===== src/rtl/hilo_muldiv_unit.sv =====
// hilo_muldiv_unit: iterative MULT/MULTU/DIV/DIVU engine with HI/LO registers.
// Also services MTHI/MTLO. Optional macro: MULDIV_FAST_MULT_EN (1-cycle multiply).
// Ports:
//   clk, reset      rising-edge clock, synchronous active-high reset
//   start, op       request strobe and opcode (000 MULT .. 101 MTLO, 11x no-op)
//   A, B            rs / rt operands
//   busy, done      in-flight flag, 1-cycle completion pulse
//   div_zero        pulses with done when a divide had B==0
//   Hi, Lo          architectural HI/LO registers
module hilo_muldiv_unit #(
  parameter int DATA_W = 32
) (
  input  logic              clk,
  input  logic              reset,
  input  logic              start,
  input  logic [2:0]        op,
  input  logic [DATA_W-1:0] A,
  input  logic [DATA_W-1:0] B,
  output logic              busy,
  output logic              done,
  output logic              div_zero,
  output logic [DATA_W-1:0] Hi,
  output logic [DATA_W-1:0] Lo
);

  localparam int CW = (DATA_W > 1) ? $clog2(DATA_W) : 1;
  localparam logic [CW-1:0] LAST = CW'(DATA_W - 1);

  typedef enum logic [1:0] {
    IDLE,
    CALC,
    FIXUP,
    DONE
  } state_t;

  state_t            state;
  logic [CW-1:0]     cnt;
  logic [DATA_W-1:0] acc_hi;
  logic [DATA_W-1:0] acc_lo;
  logic [DATA_W-1:0] opnd;
  logic [DATA_W-1:0] a_raw;
  logic              is_div;
  logic              neg_q;
  logic              neg_r;
  logic              dz;

  logic              can_accept;
  logic              op_mul;
  logic              op_div;
  logic              op_mthi;
  logic              op_mtlo;
  logic              sgn;
  logic              a_neg;
  logic              b_neg;
  logic [DATA_W-1:0] a_mag;
  logic [DATA_W-1:0] b_mag;

  logic [DATA_W:0]     mul_sum;
  logic [DATA_W:0]     div_shift;
  logic [DATA_W:0]     div_diff;
  logic [2*DATA_W-1:0] prod;
  logic [2*DATA_W-1:0] prod_s;
  logic [DATA_W-1:0]   quo_s;
  logic [DATA_W-1:0]   rem_s;

  // A new request may land in the DONE cycle as well as in IDLE.
  assign can_accept = start && (state == IDLE || state == DONE);

  always_comb begin
    op_mul  = 1'b0;
    op_div  = 1'b0;
    op_mthi = 1'b0;
    op_mtlo = 1'b0;
    unique case (1'b1)
      (op[2:1] == 2'b00): op_mul  = 1'b1;
      (op[2:1] == 2'b01): op_div  = 1'b1;
      (op == 3'b100):     op_mthi = 1'b1;
      (op == 3'b101):     op_mtlo = 1'b1;
      default:            ;
    endcase
  end

  // Even opcodes in the mul/div group are the signed variants.
  assign sgn   = ~op[0] & ~op[2];
  assign a_neg = sgn & A[DATA_W-1];
  assign b_neg = sgn & B[DATA_W-1];
  assign a_mag = a_neg ? ('0 - A) : A;
  assign b_mag = b_neg ? ('0 - B) : B;

  // Shift-add step: acc_lo holds the multiplier, low product bits
  // shift in from the top as multiplier bits are consumed.
  assign mul_sum = {1'b0, acc_hi}
                 + {1'b0, (acc_lo[0] ? opnd : '0)};

  // Restoring step: acc_hi is the partial remainder, acc_lo
  // shifts dividend bits out and quotient bits in.
  assign div_shift = {acc_hi, acc_lo[DATA_W-1]};
  assign div_diff  = div_shift - {1'b0, opnd};

  assign prod   = {acc_hi, acc_lo};
  assign prod_s = neg_q ? ('0 - prod) : prod;
  assign quo_s  = neg_q ? ('0 - acc_lo) : acc_lo;
  assign rem_s  = neg_r ? ('0 - acc_hi) : acc_hi;

`ifdef MULDIV_FAST_MULT_EN
  logic [2*DATA_W-1:0] fast_mag;
  logic [2*DATA_W-1:0] fast_prod;

  assign fast_mag  = {{DATA_W{1'b0}}, a_mag}
                   * {{DATA_W{1'b0}}, b_mag};
  assign fast_prod = (a_neg ^ b_neg) ? ('0 - fast_mag)
                                     : fast_mag;
`endif

  always_ff @(posedge clk) begin
    if (reset) begin
      state    <= IDLE;
      cnt      <= '0;
      acc_hi   <= '0;
      acc_lo   <= '0;
      opnd     <= '0;
      a_raw    <= '0;
      is_div   <= 1'b0;
      neg_q    <= 1'b0;
      neg_r    <= 1'b0;
      dz       <= 1'b0;
      busy     <= 1'b0;
      done     <= 1'b0;
      div_zero <= 1'b0;
      Hi       <= '0;
      Lo       <= '0;
    end else begin
      done     <= 1'b0;
      div_zero <= 1'b0;
      unique case (state)
        IDLE, DONE: begin
          state <= IDLE;
          if (can_accept) begin
            if (op_mthi) Hi <= A;
            if (op_mtlo) Lo <= A;
            if (op_div) begin
              state  <= CALC;
              busy   <= 1'b1;
              cnt    <= '0;
              is_div <= 1'b1;
              acc_hi <= '0;
              acc_lo <= a_mag;
              opnd   <= b_mag;
              a_raw  <= A;
              neg_q  <= a_neg ^ b_neg;
              neg_r  <= a_neg;
              dz     <= (B == '0);
            end
            if (op_mul) begin
`ifdef MULDIV_FAST_MULT_EN
              state <= DONE;
              done  <= 1'b1;
              Hi    <= fast_prod[2*DATA_W-1:DATA_W];
              Lo    <= fast_prod[DATA_W-1:0];
`else
              state  <= CALC;
              busy   <= 1'b1;
              cnt    <= '0;
              is_div <= 1'b0;
              acc_hi <= '0;
              acc_lo <= b_mag;
              opnd   <= a_mag;
              a_raw  <= A;
              neg_q  <= a_neg ^ b_neg;
              neg_r  <= 1'b0;
              dz     <= 1'b0;
`endif
            end
          end
        end
        CALC: begin
          if (is_div) begin
            if (!div_diff[DATA_W]) begin
              acc_hi <= div_diff[DATA_W-1:0];
            end else begin
              acc_hi <= div_shift[DATA_W-1:0];
            end
            acc_lo <= {acc_lo[DATA_W-2:0],
                       ~div_diff[DATA_W]};
          end else begin
            acc_hi <= mul_sum[DATA_W:1];
            acc_lo <= {mul_sum[0], acc_lo[DATA_W-1:1]};
          end
          if (cnt == LAST) begin
            state <= FIXUP;
          end else begin
            cnt <= cnt + CW'(1);
          end
        end
        FIXUP: begin
          state    <= DONE;
          busy     <= 1'b0;
          done     <= 1'b1;
          div_zero <= is_div & dz;
          if (!is_div) begin
            Hi <= prod_s[2*DATA_W-1:DATA_W];
            Lo <= prod_s[DATA_W-1:0];
          end else if (dz) begin
            // Divide by zero still takes full latency.
            Hi <= a_raw;
            Lo <= '1;
          end else begin
            Hi <= rem_s;
            Lo <= quo_s;
          end
        end
        default: state <= IDLE;
      endcase
    end
  end

endmodule


===== config.mk =====
export PLATFORM = sky130hd
export DESIGN_NAME = hilo_muldiv_unit
export DESIGN_NICKNAME = d
export VERILOG_FILES = /design/src/rtl/hilo_muldiv_unit.sv
export SDC_FILE = /design/constraint.sdc
export NUM_CORES = 1
export LEC_CHECK = 0
export ABC_CLOCK_PERIOD_IN_PS = 3100
export BUFFER_PORTS_ARGS = -buffer_cell sky130_fd_sc_hd__buf_2
export CAP_MARGIN = 20
export CORE_MARGIN = 4
export CORE_UTILIZATION = 56
export DETAILED_ROUTE_END_ITERATION = 10
export GPL_ROUTABILITY_DRIVEN = 1
export GPL_TIMING_DRIVEN = 0
export PLACE_DENSITY = 0.79
export SLEW_MARGIN = 20
export SYNTH_ARGS = -nofsm -noshare
export SYNTH_HDL_FRONTEND = slang
export SYNTH_SLANG_ARGS = --single-unit
export TNS_END_PERCENT = 30

===== constraint.sdc =====
create_clock -name clk -period 3.1 [get_ports clk]
set_input_delay 0.465 -clock clk [delete_from_list [all_inputs] [get_ports clk]]
set_output_delay 0.465 -clock clk [all_outputs]
set_load 0.01 [all_outputs]

==> summary.txt <==
Routing
  • Via count: 19900
  • Vias per cell: 6.81
  • Total wire length: 76400 µm
  • Drt pass-1 iters: 8
  • Post-DRT Antenna Nets: 0
  • DR iter-0 viols: 2383
  • Routed wire length per instance: 26.1 µm
  • Drt drc: 0

Run
  • # Max-Cap Violations: 0

Finish
  • Fin cells: 2927
  • Nets: 2662
  • Most frequent cells in the layout: nand2_1, a21oi_1, dfxtp_1
  • # fillers: 2616
  • Most common cell after layout, fill and taps aside: nand2_1
  • Share of cells above drive strength 1: 0.166
  • Area Growth Syn to Fin: 17.9%

Synthesis
  • Yosys synthesis warning count: 0
  • Register area share after synthesis: 0.243
  • Main synth FF type: dfxtp_1
  • Post-synth ARST share: 0
  • Post-Syn Instances: 2345
  • Synthesized net count: 2489
  • Post-Syn Area: 0.0170 mm²
  • Flops & latches, synth: 206
  • Post-synth EDFFs: 0
  • Mapped Avg Cell Area: 7.24 µm²
  • Post-synth cell types: 81

GRT
  • Largest net degree at the start of global routing: 14
  • GRT Util Overall: 0.431
  • Initial antenna violation count: 2
  • Vias in the first global route: 18400
  • Global-route wire length before repair: 111000 µm
  • Overflow after GRT: 0

Timing
  • Peak Freq: 318 MHz
  • Setup Viol. Count Final: 5
  • Setup WS post-layout: -0.0494 ns
  • Final worst path period share: 1.02
  • Worst slew margin: 0.348
  • Setup_tns: -0.132 ns
  • Clk_skew: 0.0295 ns
  • Hold Vio Cnt, Final: 0
  • WHS: 0.185 ns
  • Worst slew pin tran: 0.978 ns
  • Min cycle time layout: 3.15 ns
  • RSZ-0062 raised after global routing: yes
  • Final Max Tran Viols: 0

Clocking
  • Clk_lat worst skew: 0.58 ns
  • Root buf cell: clkbuf_16
  • Hold Buf Count CTS: 0
  • Clk sink count: 206
  • Inserted Clock Buffers: 25
  • Clock Path Buffers: 3
  • CTS clk-pin slew, worst paths: 0.07 ns
  • CTS HTree Levels: 1
  • CTS tree: built

Critical path
  • Crit path max fanout: 10
  • Crit start category: register
  • Crit path kind: register to register
  • Crit path DAT: 3.58 ns
  • CP required: 3.53 ns
  • Setup crit end kind: register
  • Worst reg-to-reg setup slack: -0.05 ns

Die
  • I/O pin cnt: 137
  • Die height: 182 µm
  • Die Width: 182 µm
  • FP Rows: 63
  • Core ar.: 0.0298 mm²
  • Initial Util: 0.569
  • Die area: 0.0331 mm²

Power and ir drop
  • Pwr dens: 592 mW/mm²
  • Max VDD drop: 0.521 mV
  • Leakage: 7.49 nW

Outcome
  • Failing checks: setup timing
  • Outcome: finished, violations left

Worst hold path
  • HP Class: input pin to register

Placement
  • Post-DP HPWL: 58200 µm
  • Port buffer count: 126
  • Placed Instances: 2861
  • Gpl congestion: 1.02
  • Post-Place Worst Slack: -1.16 ns
## cells in the mapped netlist (7+ instances only)
cell type | n | share of area
a2111oi_0 | 8 | 0.0041
nor3b_1 | 9 | 0.0040
nand3_1 | 26 | 0.0077
nand2b_1 | 23 | 0.0085
inv_1 | 75 | 0.017
mux2_2 | 28 | 0.019
a21o_1 | 30 | 0.013
clkbuf_1 | 154 | 0.034
a21oi_1 | 254 | 0.075
o21a_1 | 11 | 0.0049
o211ai_1 | 46 | 0.020
nor2_1 | 199 | 0.044
buf_1 | 12 | 0.0027
a211oi_1 | 48 | 0.021
a22oi_1 | 16 | 0.0071
nand2_1 | 329 | 0.073
o21ai_0 | 158 | 0.047
buf_2 | 9 | 0.0027
ha_1 | 72 | 0.053
mux2i_1 | 47 | 0.028
xnor2_1 | 115 | 0.059
and2_1 | 14 | 0.0052
dfxtp_1 | 206 | 0.24
o41ai_1 | 10 | 0.0052
or3_1 | 17 | 0.0063
nor2b_1 | 11 | 0.0041
a31oi_1 | 23 | 0.0085
or4_1 | 17 | 0.0075
nor4_1 | 16 | 0.0059
nand4_1 | 11 | 0.0041
xor2_1 | 72 | 0.037
o21ai_1 | 7 | 0.0021
nor3_1 | 71 | 0.021
o31ai_1 | 24 | 0.011
o221ai_1 | 44 | 0.023
or2_2 | 13 | 0.0048
a221oi_1 | 8 | 0.0041
## final cells by class
type / count / area (µm²) / share of cell area
Clock buffer: 30 / 664 / 0.0332
Inverter: 75 / 297 / 0.0148
Sequential cell: 206 / 4160 / 0.208
Multi-Input combinational cell: 1880 / 12600 / 0.628
Clock inverter: 15 / 140 / 0.00701
Tap cell: 390 / 488 / 0.0244
Antenna cell: 1 / 2.50 / 0.000125
Buffer: 175 / 801 / 0.0400
Timing Repair Buffer: 155 / 896 / 0.0448
## routing by layer
layer  wire [µm]  track usage  up-vias
met5           7            0        -
met4        6650        0.279        2
met3        8870        0.109      372
met2       32800        0.663     1412
met1       28100        0.536     9318
li1            -            -     8828
## cell families after synthesis
group | count (synthesis) | synth area share
xor gates and xnor gates | 187 | 0.0965
adders and majority gates | 74 | 0.0555
muxes | 75 | 0.0463
and+or+nand+nor | 792 | 0.217
DFF | 206 | 0.243
buffers and inverters | 259 | 0.0611
AOI/OAI and AO/OA | 752 | 0.281
## through the flow
| step | area [µm²] | util | power (mW) |
|---|---|---|---|
| 6_report | 20000 | 0.671 | 11.8 |
| 2_1_floorplan | 17000 | - | 6.56 |
| 5_1_grt | 20000 | 0.671 | 12.2 |
| 3_3_place_gp | 18100 | 0.607 | 8.18 |
| 4_1_cts | 19500 | 0.654 | 11.4 |
| 3_5_place_dp | 18100 | 0.607 | 8.27 |
## worst paths after layout
path / startpoint / endpoint / cells past startpoint
worst min register to register: Lo[30] / Lo[30] / 2
worst min-delay path: A[26] / a_raw[26] / 3
worst max-delay path: acc_lo[0] / acc_hi[22] / 13
worst max register to register: acc_lo[0] / acc_hi[22] / 13
## state kept, by name, indices dropped and copies added (netlist names)
name	count
dz	1
Lo	32
Hi	32
acc_hi	32
opnd	32
a_raw	32
cnt	5
neg_q	1
done	1
is_div	1
busy	1
acc_lo	32
state	2
div_zero	1
neg_r	1
## where the power goes
| part | internal [mW] | switching (mW) | leakage [nW] | total (mW) |
|---|---|---|---|---|
| clock network | 1.63 | 1.31 | 0.375 | 2.94 |
| registers | 3.05 | 0.355 | 1.68 | 3.41 |
| logic | 1.89 | 3.60 | 5.43 | 5.50 |
| total | 6.58 | 5.27 | 7.49 | 11.8 |
## what timing repair did
action                                 4_1_cts  5_1_grt
setup buffers                               15       12
pin swaps                                   26       31
setup endpoints to repair                   74       75
endpoints found under the hold margin        0        0
cloned                                       0        2
gates resized for setup                    129      112
## critical path, stage by stage (launching register included)
cell	delay, ns
dfxtp_4	0.39
inv_6	0.05
buf_8	0.13
nor2_2	0.14
ha_4	0.25
a21o_1	0.18
a21o_1	0.22
a221oi_4	0.38
o21ai_4	0.14
a311o_1	0.47
a21oi_4	0.22
xnor2_1	0.12
a22oi_1	0.20
o21ai_1	0.11
No activity file was read; power rests on OpenSTA's default activity.
